$ cat src/rtl/ie_defs.sv
// Shared definitions for the boot-time program loader.
package ie_defs;

    typedef enum logic [3:0] {
        S_ADDR_LO,
        S_ADDR_HI,
        S_LEN_LO,
        S_LEN_HI,
        S_DATA,
        S_PC_LO,
        S_PC_HI,
        S_RELEASE,
        S_RUN
    } ldr_state_t;

    // Bytes ahead of the data payload: ADDR_LO, ADDR_HI, LEN_LO, LEN_HI.
    localparam int LDR_HDR_BYTES = 4;

    // States in which the loader takes a byte from the stream.
    function automatic logic ldr_accepts(ldr_state_t s);
        return (s != S_RELEASE) && (s != S_RUN);
    endfunction

endpackage

$ cat src/rtl/prg_loader.sv
// Boot-time program loader: parses a framed byte stream into RAM while the
// CPU is held in reset, then latches the entry PC and releases the CPU.
// Also owns the RAM bus mux between the loader and the CPU.
//
//   state      | meaning
//   -----------+-----------------------------------------------
//   S_ADDR_LO  | waiting for load address, low byte
//   S_ADDR_HI  | waiting for load address, high byte
//   S_LEN_LO   | waiting for payload length, low byte
//   S_LEN_HI   | waiting for payload length, high byte
//   S_DATA     | streaming payload bytes into RAM
//   S_PC_LO    | waiting for entry PC, low byte
//   S_PC_HI    | waiting for entry PC, high byte
//   S_RELEASE  | counting down before CPU reset release
//   S_RUN      | CPU owns the bus; loader idle until load_req
module prg_loader
    import ie_defs::*;
#(
    parameter int                ADDR_W        = 16,
    parameter logic [ADDR_W-1:0] DEFAULT_PC    = ADDR_W'(16'h8000),
    parameter int                RELEASE_DELAY = 2
) (
    input  logic              clk,
    input  logic              rst,
    input  logic [7:0]        in_data,
    input  logic              in_valid,
    output logic              in_ready,
    input  logic              load_req,
    output logic              cpu_rst,
    output logic [ADDR_W-1:0] pc_reset,
    output logic              loading,
    input  logic [ADDR_W-1:0] cpu_mem_addr,
    input  logic [7:0]        cpu_data_out,
    input  logic              cpu_write_en,
    output logic [ADDR_W-1:0] mem_addr,
    output logic [7:0]        mem_data_wr,
    output logic              mem_write_en
);

    ldr_state_t        state;
    ldr_state_t        state_nxt;
    logic              in_ready_q;
    logic              cpu_rst_q;
    logic              hs;

    logic [7:0]        addr_lo_q;
    logic [7:0]        len_lo_q;
    logic [7:0]        pc_lo_q;
    logic [15:0]       count_q;
    logic [3:0]        rel_cnt_q;
    logic [ADDR_W-1:0] wr_ptr_q;
    logic [ADDR_W-1:0] pc_q;

    logic              wr_en_q;
    logic [ADDR_W-1:0] wr_addr_q;
    logic [7:0]        wr_data_q;

    // in_ready is registered, so a transfer never depends combinationally on in_valid.
    assign hs       = in_valid && in_ready_q;
    assign in_ready = in_ready_q;
    assign cpu_rst  = cpu_rst_q;
    assign pc_reset = pc_q;

    // State register plus registered decodes of the next state.
    always_ff @(posedge clk) begin
        if (!rst) begin
            state      <= S_ADDR_LO;
            in_ready_q <= 1'b0;
            cpu_rst_q  <= 1'b0;
        end else begin
            state      <= state_nxt;
            in_ready_q <= ldr_accepts(state_nxt);
            cpu_rst_q  <= (state_nxt == S_RUN);
        end
    end

    // Next-state logic: header/PC states step on one handshake each.
    always_comb begin
        state_nxt = state;
        case (state)
            S_ADDR_LO: if (hs) state_nxt = S_ADDR_HI;
            S_ADDR_HI: if (hs) state_nxt = S_LEN_LO;
            S_LEN_LO:  if (hs) state_nxt = S_LEN_HI;
            S_LEN_HI: begin
                if (hs) begin
                    state_nxt = ({in_data, len_lo_q} == 16'h0000) ? S_PC_LO : S_DATA;
                end
            end
            S_DATA:    if (hs && (count_q == 16'd1)) state_nxt = S_PC_LO;
            S_PC_LO:   if (hs) state_nxt = S_PC_HI;
            S_PC_HI:   if (hs) state_nxt = S_RELEASE;
            S_RELEASE: if (rel_cnt_q <= 4'd1) state_nxt = S_RUN;
            S_RUN:     if (load_req) state_nxt = S_ADDR_LO;
            default:   state_nxt = S_ADDR_LO;
        endcase
    end

    // Frame datapath: header capture, write pointer/count, PC latch, release timer.
    always_ff @(posedge clk) begin
        if (!rst) begin
            addr_lo_q <= 8'h00;
            len_lo_q  <= 8'h00;
            pc_lo_q   <= 8'h00;
            count_q   <= 16'h0000;
            rel_cnt_q <= 4'd0;
            wr_ptr_q  <= '0;
            pc_q      <= DEFAULT_PC;
            wr_en_q   <= 1'b0;
            wr_addr_q <= '0;
            wr_data_q <= 8'h00;
        end else begin
            wr_en_q <= 1'b0;
            case (state)
                S_ADDR_LO: if (hs) addr_lo_q <= in_data;
                S_ADDR_HI: if (hs) wr_ptr_q <= ADDR_W'({in_data, addr_lo_q});
                S_LEN_LO:  if (hs) len_lo_q <= in_data;
                S_LEN_HI:  if (hs) count_q <= {in_data, len_lo_q};
                S_DATA: begin
                    if (hs) begin
                        wr_en_q   <= 1'b1;
                        wr_addr_q <= wr_ptr_q;
                        wr_data_q <= in_data;
                        wr_ptr_q  <= wr_ptr_q + 1'b1;
                        count_q   <= count_q - 16'd1;
                    end
                end
                S_PC_LO:   if (hs) pc_lo_q <= in_data;
                S_PC_HI: begin
                    if (hs) begin
                        pc_q      <= ADDR_W'({in_data, pc_lo_q});
                        rel_cnt_q <= 4'(RELEASE_DELAY);
                    end
                end
                S_RELEASE: if (rel_cnt_q != 4'd0) rel_cnt_q <= rel_cnt_q - 4'd1;
                default: ;
            endcase
        end
    end

    // Bus mux: the CPU drives RAM only in S_RUN; otherwise the loader's registered write.
    always_comb begin
        loading      = (state != S_RUN);
        mem_addr     = wr_addr_q;
        mem_data_wr  = wr_data_q;
        mem_write_en = wr_en_q;
        if (state == S_RUN) begin
            mem_addr     = cpu_mem_addr;
            mem_data_wr  = cpu_data_out;
            mem_write_en = cpu_write_en;
        end
    end

endmodule

$ cat config.mk
export PLATFORM = sky130hd
export DESIGN_NAME = prg_loader
export DESIGN_NICKNAME = d
export VERILOG_FILES = /design/src/rtl/ie_defs.sv /design/src/rtl/prg_loader.sv
export SDC_FILE = /design/constraint.sdc
export NUM_CORES = 1
export LEC_CHECK = 0
export BUFFER_PORTS_ARGS = -buffer_cell sky130_fd_sc_hd__buf_4
export CORE_MARGIN = 2
export CORE_UTILIZATION = 61
export DETAILED_ROUTE_END_ITERATION = 6
export PLACE_DENSITY = 0.85
export SYNTH_ARGS = -nofsm -noshare
export SYNTH_HDL_FRONTEND = slang
export SYNTH_SLANG_ARGS = --single-unit
$ cat constraint.sdc
create_clock -name clk -period 5.6 [get_ports clk]
set_clock_uncertainty 0.1 [all_clocks]
set_input_delay 1.12 -clock clk [delete_from_list [all_inputs] [get_ports clk]]
set_output_delay 1.12 -clock clk [all_outputs]
set_load 0.005 [all_outputs]
* Word-level counts from Yosys, hierarchy flattened
Cells that the tools add are included.
** Storage, ports and cells
- Flip-flop bits (word level) :: 107
- Output and inout port bits :: 44
- Word-level logic and storage cells :: 77
** Cells by class
- Reduce and logical (&&, ||, !) cells :: 18
- Mux-type cells :: 24
- Eq/ne operators :: 18
- Magnitude comparators :: 1
- $add $sub $neg :: 3
** Operator list (count)
- 2-to-1 mux 16 bit :: 5
- one-hot mux 16 bit (2 select lines) :: 2
- 2-to-1 mux 4 bit :: 11
- one-hot mux 4 bit (9 select lines) :: 1
- adder 16 x 1 -> 16 bit, second input constant :: 1
- == test 16 x 1 -> 1 bit, second input constant :: 1
- == test 4 x 3 -> 1 bit, second input constant :: 4
- zero test 16 bit :: 1
- subtractor 16 x 1 -> 16 bit, second input constant :: 1
- AND reduction 2 bit :: 6
- != test 2 bit, second input constant :: 5
- AND reduction 3 bit :: 3
- == test 4 x 2 -> 1 bit, second input constant :: 2
- == test 4 bit, second input constant :: 2
- 2-to-1 mux 8 bit :: 1
- != test 4 bit, second input constant :: 2
- one-hot mux 4 bit (2 select lines) :: 1
- nonzero test 2 bit :: 3
- == test 4 x 1 -> 1 bit, second input constant :: 1
- less-or-equal comparator 4 x 1 -> 1 bit, second input constant :: 1
- zero test 4 bit :: 1
- != test 4 x 3 -> 1 bit, second input constant :: 1
- nonzero test 4 bit :: 1
- subtractor 4 x 1 -> 4 bit, second input constant :: 1
- other kinds (2) :: 6

* Logic depth before layout (Yosys ltp)
Gate-level depths: netlist of run 1.
- Word-level depth :: 6
- Gate-level depth with buffers :: 8
- Gate-level depth less buffers :: 7

* Worst setup path after synthesis of run 1
Ideal clock, no wire load.
- Path kind :: flip-flop to output port
- From :: register state[1]
- To :: output port mem_addr[0]
- Data required time :: 4.380 ns
- Stages on the path, launching flop included :: 7
- Setup slack :: 2.643 ns
- Path buffers :: 3
- Arrival :: 1.737 ns
- Cell sequence :: dfxtp_1 -> clkbuf_1 -> nor3_1 -> and2_1 -> clkbuf_1 -> buf_2 -> mux2_2
** On the way
- Longest elaborated chain between the ends :: 2
** Ends and longest elaborated chain
- from (decl) :: RTL line prg_loader.sv:40 : ldr_state_t state;
- from (signal assigned) :: RTL line prg_loader.sv:71 : state <= state_nxt;
- == test 4 bit :: RTL line prg_loader.sv:146 : if (state == S_RUN) begin
- 2-to-1 mux 16 bit :: RTL line prg_loader.sv:146
- to (decl) :: RTL line prg_loader.sv:35 : output logic [ADDR_W-1:0] mem_addr,
No other way between the ends.

* Worst setup path in the final report of run 1
- From :: register state[1]
- To :: output port mem_write_en
** On the way
- Longest elaborated chain between the ends :: 2
** Ends and longest elaborated chain
- == test 4 bit :: RTL line prg_loader.sv:146
- 2-to-1 mux 1 bit :: RTL line prg_loader.sv:146
- to (decl) :: RTL line prg_loader.sv:37 : output logic mem_write_en
No other way between the ends.

==> results of run 1 <==
==> cells in the final DEF, fill, tap and decap left out, types with 4 or more instances in the layout <==
cell type,Yosys,final
o22ai_1,6,6
a21oi_1,84,84
buf_4,0,89
and3_1,4,4
clkbuf_8,0,10
inv_1,12,11
nand2_1,121,121
a211oi_1,7,7
o211ai_1,6,6
or4_1,7,7
o21ai_0,27,27
nor4_1,13,11
a22oi_1,4,4
mux2_2,25,25
a221oi_1,4,4
nand3_1,18,18
dfxtp_1,107,107
ha_1,6,6
mux2i_1,17,17
nor3_1,15,15
nor2_1,61,61
==> report_power, final <==
part           leakage [nW]  switching, mW  internal (mW)  total (mW)
Clock                0.0944          0.279          0.179       0.458
Combinational          1.30         0.0485         0.0333      0.0818
Sequential            0.864        0.00846          0.768       0.776
==> worst register-to-register path: stages, from the launching register on <==
cell and delay (ps):
dfxtp_1 590, nand2b_1 300, or4_1 920, nor4_2 360, a211oi_1 140, o311a_1 360
==> final cells by class <==
| class | instances | area, sq um | area share (%) |
|---|---|---|---|
| clock buffer | 10 | 137.6 | 2.316 |
| clock inverter | 6 | 50.05 | 0.8421 |
| inverter | 12 | 45.04 | 0.7579 |
| multi-input combinational | 480 | 2769 | 46.59 |
| sequential | 107 | 2142 | 36.04 |
| tap | 105 | 131.4 | 2.211 |
| timing repair buffer | 89 | 668.1 | 11.24 |
==> logic make-up (layout without fill, tap and decap cells) <==
group | Yosys count | after routing | share of synthesized area (%)
compound gates | 161 | 161 | 18.57
xor+xnor | 3 | 3 | 0.5091
fa+ha+maj | 6 | 6 | 1.454
buf+inv | 66 | 117 | 5.284
flops | 107 | 107 | 41.49
mux | 42 | 42 | 8.749
simple gates | 268 | 268 | 23.95
==> per-layer routing <==
metal  track usage (%)  part of all wire [%]
met1             38.21                    42
met4             10.00                   1.8
met5                 0                     0
met2             50.12                    48
met3             4.229                   7.7
==> state kept, by name, summed over array words and instances, names as in the netlist <==
| register | flops |
|---|---|
| wr_en_q | 1 |
| addr_lo_q | 8 |
| pc_reset | 16 |
| count_q | 16 |
| in_ready | 1 |
| state | 4 |
| cpu_rst | 1 |
| wr_ptr_q | 16 |
| wr_addr_q | 16 |
| pc_lo_q | 8 |
| rel_cnt_q | 4 |
| wr_data_q | 8 |
| len_lo_q | 8 |
==> through the flow <==
| step | total power [mW] | setup slack [ps] |
|---|---|---|
| floorplan | 0.8350 | 2643 |
| global placement | 0.8708 | 2229 |
| detailed placement | 0.8740 | 2111 |
| CTS | 1.313 | 1696 |
| global route | 1.352 | 1551 |
| finish | 1.316 | 1672 |
==> how the worst max path moves through the flow <==
stage	from	endpoint	slack, ps	cells past startpoint
4_1_cts	state[1]	mem_write_en	1700	5
2_1_floorplan	state[1]	mem_addr[0]	2640	6
5_1_grt	state[1]	mem_write_en	1550	5
6_report	state[1]	mem_write_en	1670	5
3_3_place_gp	state[1]	mem_write_en	2230	5
3_5_place_dp	state[1]	mem_write_en	2110	5
==> results.yml, run 1 <==
synth:
  synth_edf_count: 0
  yosysTopAreaCellShare_pct: 41.49
  synthTopCellsByCount: "nand2_1, dfxtp_1, a21oi_1"
  synth_async_sr_flop_share_pct: 0
  yosys_warnings: 0
  ys_types: 55
  avgSynthCellArea_sq_um: 7.906
  yosysTopAreaCell: "dfxtp_1"
  yosysMostFrequentCell: "nand2_1"
  syn_area_sq_mm: 0.005162
  synth.yosys.seq_area_share_pct: 41.49
  synthFlopType: "dfxtp_1"
  synth.ff_latch_count: 107
  syn_nets: 696
  synth_cells: 653
  synthTopCellsByArea: "dfxtp_1, nand2_1, a21oi_1, mux2_2, nor2_1"
clock_network:
  cts_setup_buffers: 0
  cts.repair.resized: 0
  clockBufferDepth: 2
  cts_tree: "built"
  cts_max_level: 3
  root_buffer: "clkbuf_8"
  clk_latency_ps: 380
  hold_buffers: 0
  clock-sinks: 107
  cts.clk_slew.worst_paths_ps: 100
  cts_buffers: 9
sta:
  fin_crit_ps: 3928
  tns_ps: 0
  hold_viol: 0
  rsz0062_at_grt: "no"
  slew_headroom_pct: 22.01
  setup_viol: 0
  fin_crit_sh_pct: 70.15
  maxSlewViolCount: 0
  max_freq_ghz: 0.2546
  fin_hold_ws_ps: 362.0
  worst_pin_slew_ps: 1170
final_layout:
  design_area_sq_mm: 0.005943
  final_util_pct: 72.33
  area_delta_synth_final_pct: 15.12
  n_antenna_cell: 0
  fin_cells: 809
  fill_cells: 643
  layout-drive-gt1-share_pct: 19.89
  finalNetCount: 742
drt:
  postRouteWirelength_um: 13330
  viasPerCell: 6.156
  vias: 4980
  drt_pass1_iterations: 5
  post_drt_wl_per_cell_um: 16.48
  ant_nets: 0
  drcViolationCount: 0
  drtIter0Drc: 456
floorplanning:
  die_h_um: 96.00
  io_pins: 81
  die_w_um: 96.00
  core_sq_mm: 0.008217
  die_area_sq_mm: 0.009215
  start_util_pct: 62.83
  row_count: 33
worst_setup_path:
  path_class: "flip-flop to primary output"
  reg2reg_depth: 5
  slowest_stage: "and2_1"
  cpLargestDelayFamily: "simple AND/OR/NAND/NOR gates"
  r2r-start: "state[2]"
  crit_arrival_ps: 2710
  critPathRequiredTime_ps: 4380
  path_cells: "nor3_1 -> and2_1 -> inv_1 -> mux2_2 -> buf_4"
  critPathBufInv: 2
  end_kind: "primary output"
  r2r_setup_slack_ps: 2730
  r2r-end: "in_ready"
  cp_max_fo: 25
  worstSetupStartpointType: "flip-flop"
  critPathMaxStageDelay_ps: 940
grt:
  track_usage_pct: 29.45
  grt_max_degree: 54
  grt_pass1_vias: 4528
  antenna_found_initial: 0
  grt_first_pass_wirelength_um: 21290
  globalRoute.totalOverflow: 0
place:
  dpl_cell_area_sq_mm: 0.005756
  dp_hpwl_um: 8830
  placed_cells: 793
  place_congestion: 0.9480
  numPortBuffers: 80
worst_hold_path:
  hp-start: "wr_addr_q[6]"
  hp-class: "flip-flop to flip-flop"
  min_path_cells: 2
  hold_end: "wr_addr_q[6]"
power_and_ir_drop:
  vdd_drop_max_v: 0.0001670
  p_leak_nw: 2.255
  power_density_mw_per_mm2: 221.4
job:
  drv_cap: 0
status:
  status: "finished clean"
Note: power is estimated with default switching activity, not from simulation.
==> run 2, diff against run 1 <==
--- a/config.mk
+++ b/config.mk
@@ -7,9 +7,9 @@
 export LEC_CHECK = 0
 export BUFFER_PORTS_ARGS = -buffer_cell sky130_fd_sc_hd__buf_4
 export CORE_MARGIN = 2
-export CORE_UTILIZATION = 61
+export CORE_UTILIZATION = 51
 export DETAILED_ROUTE_END_ITERATION = 6
-export PLACE_DENSITY = 0.85
+export PLACE_DENSITY = 0.76
 export SYNTH_ARGS = -nofsm -noshare
 export SYNTH_HDL_FRONTEND = slang
 export SYNTH_SLANG_ARGS = --single-unit
==> constraint.sdc (replaced) <==
create_clock -name clk -period 3.4 [get_ports clk]
set_clock_uncertainty 0.1 [all_clocks]
set_input_delay 0.68 -clock clk [delete_from_list [all_inputs] [get_ports clk]]
set_output_delay 0.68 -clock clk [all_outputs]
set_load 0.005 [all_outputs]
==> results.yml, run 2 (synthesized netlist as in run 1, its figures left out) <==
status:
  status: "finished clean"
worst_setup_path:
  critPathMaxStageDelay_ps: 650
  slowest_stage: "dfxtp_1"
  crit_arrival_ps: 2150
  cpMostUsedCell: "buf_4"
  crit_start: "state[1]"
  end_kind: "primary output"
  r2r_setup_slack_ps: 860
  worstSetupStartpointType: "flip-flop"
  reg2reg_depth: 6
  r2r-end: "wr_ptr_q[5]"
  path_class: "flip-flop to primary output"
  critPathRequiredTime_ps: 2620
  r2r-start: "state[2]"
  path_cells: "nor3_1 -> and2_1 -> buf_4 -> inv_1 -> mux2_2 -> buf_4"
  cp_max_fo: 25
drt:
  post_drt_wl_per_cell_um: 15.94
  postRouteWirelength_um: 13390
  drtIter0Drc: 368
  vias: 4911
  drt_pass1_iterations: 6
  ant_nets: 0
  viasPerCell: 5.846
  drcViolationCount: 0
sta:
  hold_viol: 0
  fin_crit_ps: 2931
  tns_ps: 0
  slew_headroom_pct: 51.54
  max_freq_ghz: 0.3412
  setup_viol: 0
  fin_crit_sh_pct: 86.20
  rsz0062_at_grt: "no"
  maxSlewViolCount: 0
  worst_pin_slew_ps: 726.9
final_layout:
  layout-drive-gt1-share_pct: 20.23
  finalNetCount: 745
  n_antenna_cell: 0
  area_delta_synth_final_pct: 16.12
  fin_cells: 840
  final_util_pct: 61.05
  final_common_cell: "nand2_1"
  final_cell_mix: "nand2_1, dfxtp_1, buf_4"
  design_area_sq_mm: 0.005995
clock_network:
  hold_buffers: 0
  cts.clk_slew.worst_paths_ps: 100
  cts_max_level: 3
  clock-sinks: 107
  cts.repair.resized: 0
  cts_buffers: 9
  clockBufferDepth: 2
  cts_setup_buffers: 0
  clk_latency_ps: 370
  root_buffer: "clkbuf_8"
  cts_tree: "built"
floorplanning:
  start_util_pct: 52.57
  row_count: 36
  die_h_um: 104.6
  io_pins: 81
  core_sq_mm: 0.009819
  die_area_sq_mm: 0.01094
  die_w_um: 104.6
power_and_ir_drop:
  p_sw_uw: 557.8
  p_sw_share_pct: 25.87
  p_leak_nw: 2.263
  clkPwrFrac_pct: 34.4
  internal_power_mw: 1.598
  power_density_mw_per_mm2: 359.6
  power_mw: 2.156
  pwr-share-seq_pct: 59.3
  combinationalPowerShare_pct: 6.3
  vdd_drop_max_v: 0.0001892
grt:
  grt_first_pass_wirelength_um: 22380
  grt_max_degree: 40
  globalRoute.totalOverflow: 0
  track_usage_pct: 24.56
  antenna_found_initial: 0
  grt_pass1_vias: 4690
place:
  place_congestion: 0.8927
  dp_hpwl_um: 9146
  dpl_cell_area_sq_mm: 0.005813
  numPortBuffers: 80
  placed_cells: 824
worst_hold_path:
  hp-start: "wr_data_q[5]"
  hp-class: "flip-flop to flip-flop"
  hold_end: "wr_data_q[5]"
  min_path_cells: 2
job:
  drv_cap: 0
-- run 2: changes by cell type in the layout (fill, tap and decap cells not counted), sizes merged --
cell and change:
buf +3, clkinv -3, inv +3, clkbuf -1
clkinvlp +1
-- run 2: layout make-up --
| type | instances | area, sq um |
|---|---|---|
| clock buffer | 9 | 123.9 |
| inverter | 12 | 45.04 |
| multi-input combinational | 480 | 2769 |
| sequential | 107 | 2142 |
| tap | 133 | 166.4 |
| clock inverter | 7 | 57.56 |
| fill | 886 | 3825 |
| timing repair buffer | 92 | 690.7 |
-- run 2: worst max-delay path by stage --
stage	end	slack (ps)	cells past startpoint
finish	mem_write_en	470	6
global route	mem_write_en	330	6
CTS	mem_write_en	460	6
detailed placement	wr_ptr_q[14]	710	5
global placement	wr_ptr_q[14]	740	5
floorplan	mem_addr[0]	880	6
-- run 2: power groups by stage --
stage	Clock (mW)	Combinational (mW)	Sequential (mW)
global route	0.796	0.148	1.28
CTS	0.749	0.134	1.28
global placement	0	0.129	1.31
detailed placement	0	0.134	1.31
floorplan	0	0.0751	1.30
finish	0.741	0.136	1.28
-- run 2: through the flow --
stage / setup WS, ps / hold WS (ps)
finish: 469.2 / 359.7
global route: 328.5 / 381.6
CTS: 460.5 / 360.7
detailed placement: 708.9 / 346.7
global placement: 739.4 / 337.0
floorplan: 883.3 / 331.2
-- run 2: per-layer routing --
layer | GRT usage, % | vias up | part of all wire, %
met5 | 0 | - | 0
met4 | 8.190 | 0 | 1.8
met3 | 4.616 | 26 | 7.8
met2 | 40.94 | 208 | 48
met1 | 32.06 | 2285 | 42
li1 | - | 2392 | -
-- run 2: critical path, delay by kind of cell (launching register included) --
kind,cells,cell delay (ps)
buffers and inverters,3,480
flip-flops,1,650
multiplexers,1,340
AND/OR/NAND/NOR,2,320
==> run 3, diff against run 2 <==
--- a/config.mk
+++ b/config.mk
@@ -9,6 +9,7 @@
 export CORE_MARGIN = 2
 export CORE_UTILIZATION = 51
 export DETAILED_ROUTE_END_ITERATION = 6
+export MAX_ROUTING_LAYER = met4
 export PLACE_DENSITY = 0.76
 export SYNTH_ARGS = -nofsm -noshare
 export SYNTH_HDL_FRONTEND = slang
==> results.yml, run 3 (synthesized netlist as in run 1, its figures left out) <==
worst_setup_path:
  r2r_setup_slack_ps: 860
  worstSetupStartpointType: "flip-flop"
  r2r-end: "wr_ptr_q[14]"
  path_cells: "nor3_1 -> and2_1 -> buf_4 -> inv_1 -> mux2_2 -> buf_4"
  path_class: "flip-flop to primary output"
  critPathRequiredTime_ps: 2620
  critPathMaxStageDelay_ps: 660
  end_kind: "primary output"
  reg2reg_depth: 3
  crit_arrival_ps: 2170
  cpMostUsedCell: "buf_4"
  r2r-start: "state[2]"
  cp_max_fo: 25
  slowest_stage: "dfxtp_1"
  crit_start: "state[1]"
final_layout:
  final_common_cell: "nand2_1"
  layout-drive-gt1-share_pct: 20.56
  n_antenna_cell: 0
  fill_cells: 879
  final_util_pct: 61.56
  final_cell_mix: "nand2_1, dfxtp_1, buf_4"
  finalNetCount: 748
  fin_cells: 843
  design_area_sq_mm: 0.006045
  area_delta_synth_final_pct: 17.09
power_and_ir_drop:
  power_density_mw_per_mm2: 368.7
  p_leak_nw: 2.293
  vdd_drop_max_v: 0.0002938
drt:
  drt_pass1_iterations: 5
  viasPerCell: 5.791
  ant_nets: 0
  post_drt_wl_per_cell_um: 15.84
  drcViolationCount: 0
  drtIter0Drc: 328
  postRouteWirelength_um: 13350
  vias: 4882
sta:
  worst_pin_slew_ps: 938.8
  slew_headroom_pct: 37.41
  rsz0062_at_grt: "no"
  fin_crit_sh_pct: 86.90
  fin_crit_ps: 2954
  max_freq_ghz: 0.3385
  tns_ps: 0
  hold_viol: 0
  maxSlewViolCount: 0
  setup_viol: 0
floorplanning:
  die_area_sq_mm: 0.01094
  row_count: 36
  io_pins: 81
  die_h_um: 104.6
  core_sq_mm: 0.009819
  die_w_um: 104.6
  start_util_pct: 52.57
place:
  dp_hpwl_um: 9133
  placed_cells: 827
  dpl_cell_area_sq_mm: 0.005836
  place_congestion: 0.8979
  numPortBuffers: 80
job:
  drv_cap: 0
worst_hold_path:
  hp-start: "wr_addr_q[0]"
  hold_end: "wr_addr_q[0]"
  hp-class: "flip-flop to flip-flop"
  min_path_cells: 2
grt:
  antenna_found_initial: 0
  grt_pass1_vias: 4520
  globalRoute.totalOverflow: 0
  grt_first_pass_wirelength_um: 22290
  grt_max_degree: 38
  track_usage_pct: 25.28
clock_network:
  clk_latency_ps: 360
  cts_max_level: 3
  cts_tree: "built"
  hold_buffers: 0
  cts_buffers: 9
  cts_setup_buffers: 0
  clockBufferDepth: 2
  cts.repair.resized: 0
  cts.clk_slew.worst_paths_ps: 100
  clock-sinks: 107
  root_buffer: "clkbuf_8"
status:
  status: "finished clean"
-- run 3: critical path: cells and delay by family, from the launching register on --
family                 cells  cell delay [ps]
AND/OR/NAND/NOR            2              330
multiplexers               1              340
buffers and inverters      3              470
flip-flops                 1              660
-- run 3: metal layers --
metal	wire (um)	vias to the layer above	track usage [%]
met5	0	-	-
met4	218	0	8.190
li1	-	2394	-
met3	917	24	4.055
met1	5949	2273	33.06
met2	6266	191	40.24
-- run 3: layout make-up --
type | count | area, sq um | share of cell area [%]
inverters | 12 | 45.04 | 0.7452
multi-input cells | 480 | 2769 | 45.81
clock inverters | 7 | 85.08 | 1.408
flip-flops and latches | 107 | 2142 | 35.44
well taps | 133 | 166.4 | 2.753
clock buffers | 9 | 123.9 | 2.049
repair buffers | 95 | 713.2 | 11.80
-- run 3: worst max path at each step --
stage,depth (start not counted),end,slack (ps)
2_1_floorplan,6,mem_addr[0],880
3_3_place_gp,6,wr_ptr_q[14],900
3_5_place_dp,6,wr_ptr_q[14],860
4_1_cts,6,mem_write_en,450
5_1_grt,6,mem_write_en,290
6_report,6,mem_write_en,450
-- run 3: where the power goes --
| group | internal [mW] | switching [mW] |
|---|---|---|
| combinational | 0.0557 | 0.0811 |
| sequential | 1.26 | 0.0149 |
| clock | 0.355 | 0.457 |
| total | 1.68 | 0.554 |
-- run 3: per-stage QoR --
stage,worst slack [ps],hold WS (ps),power [mW]
floorplan,883.3,331.2,1.375
global placement,897.2,336.7,1.437
detailed placement,858.9,347.8,1.441
CTS,450.4,362.1,2.237
global route,286.2,385.2,2.306
finish,445.5,359.9,2.229
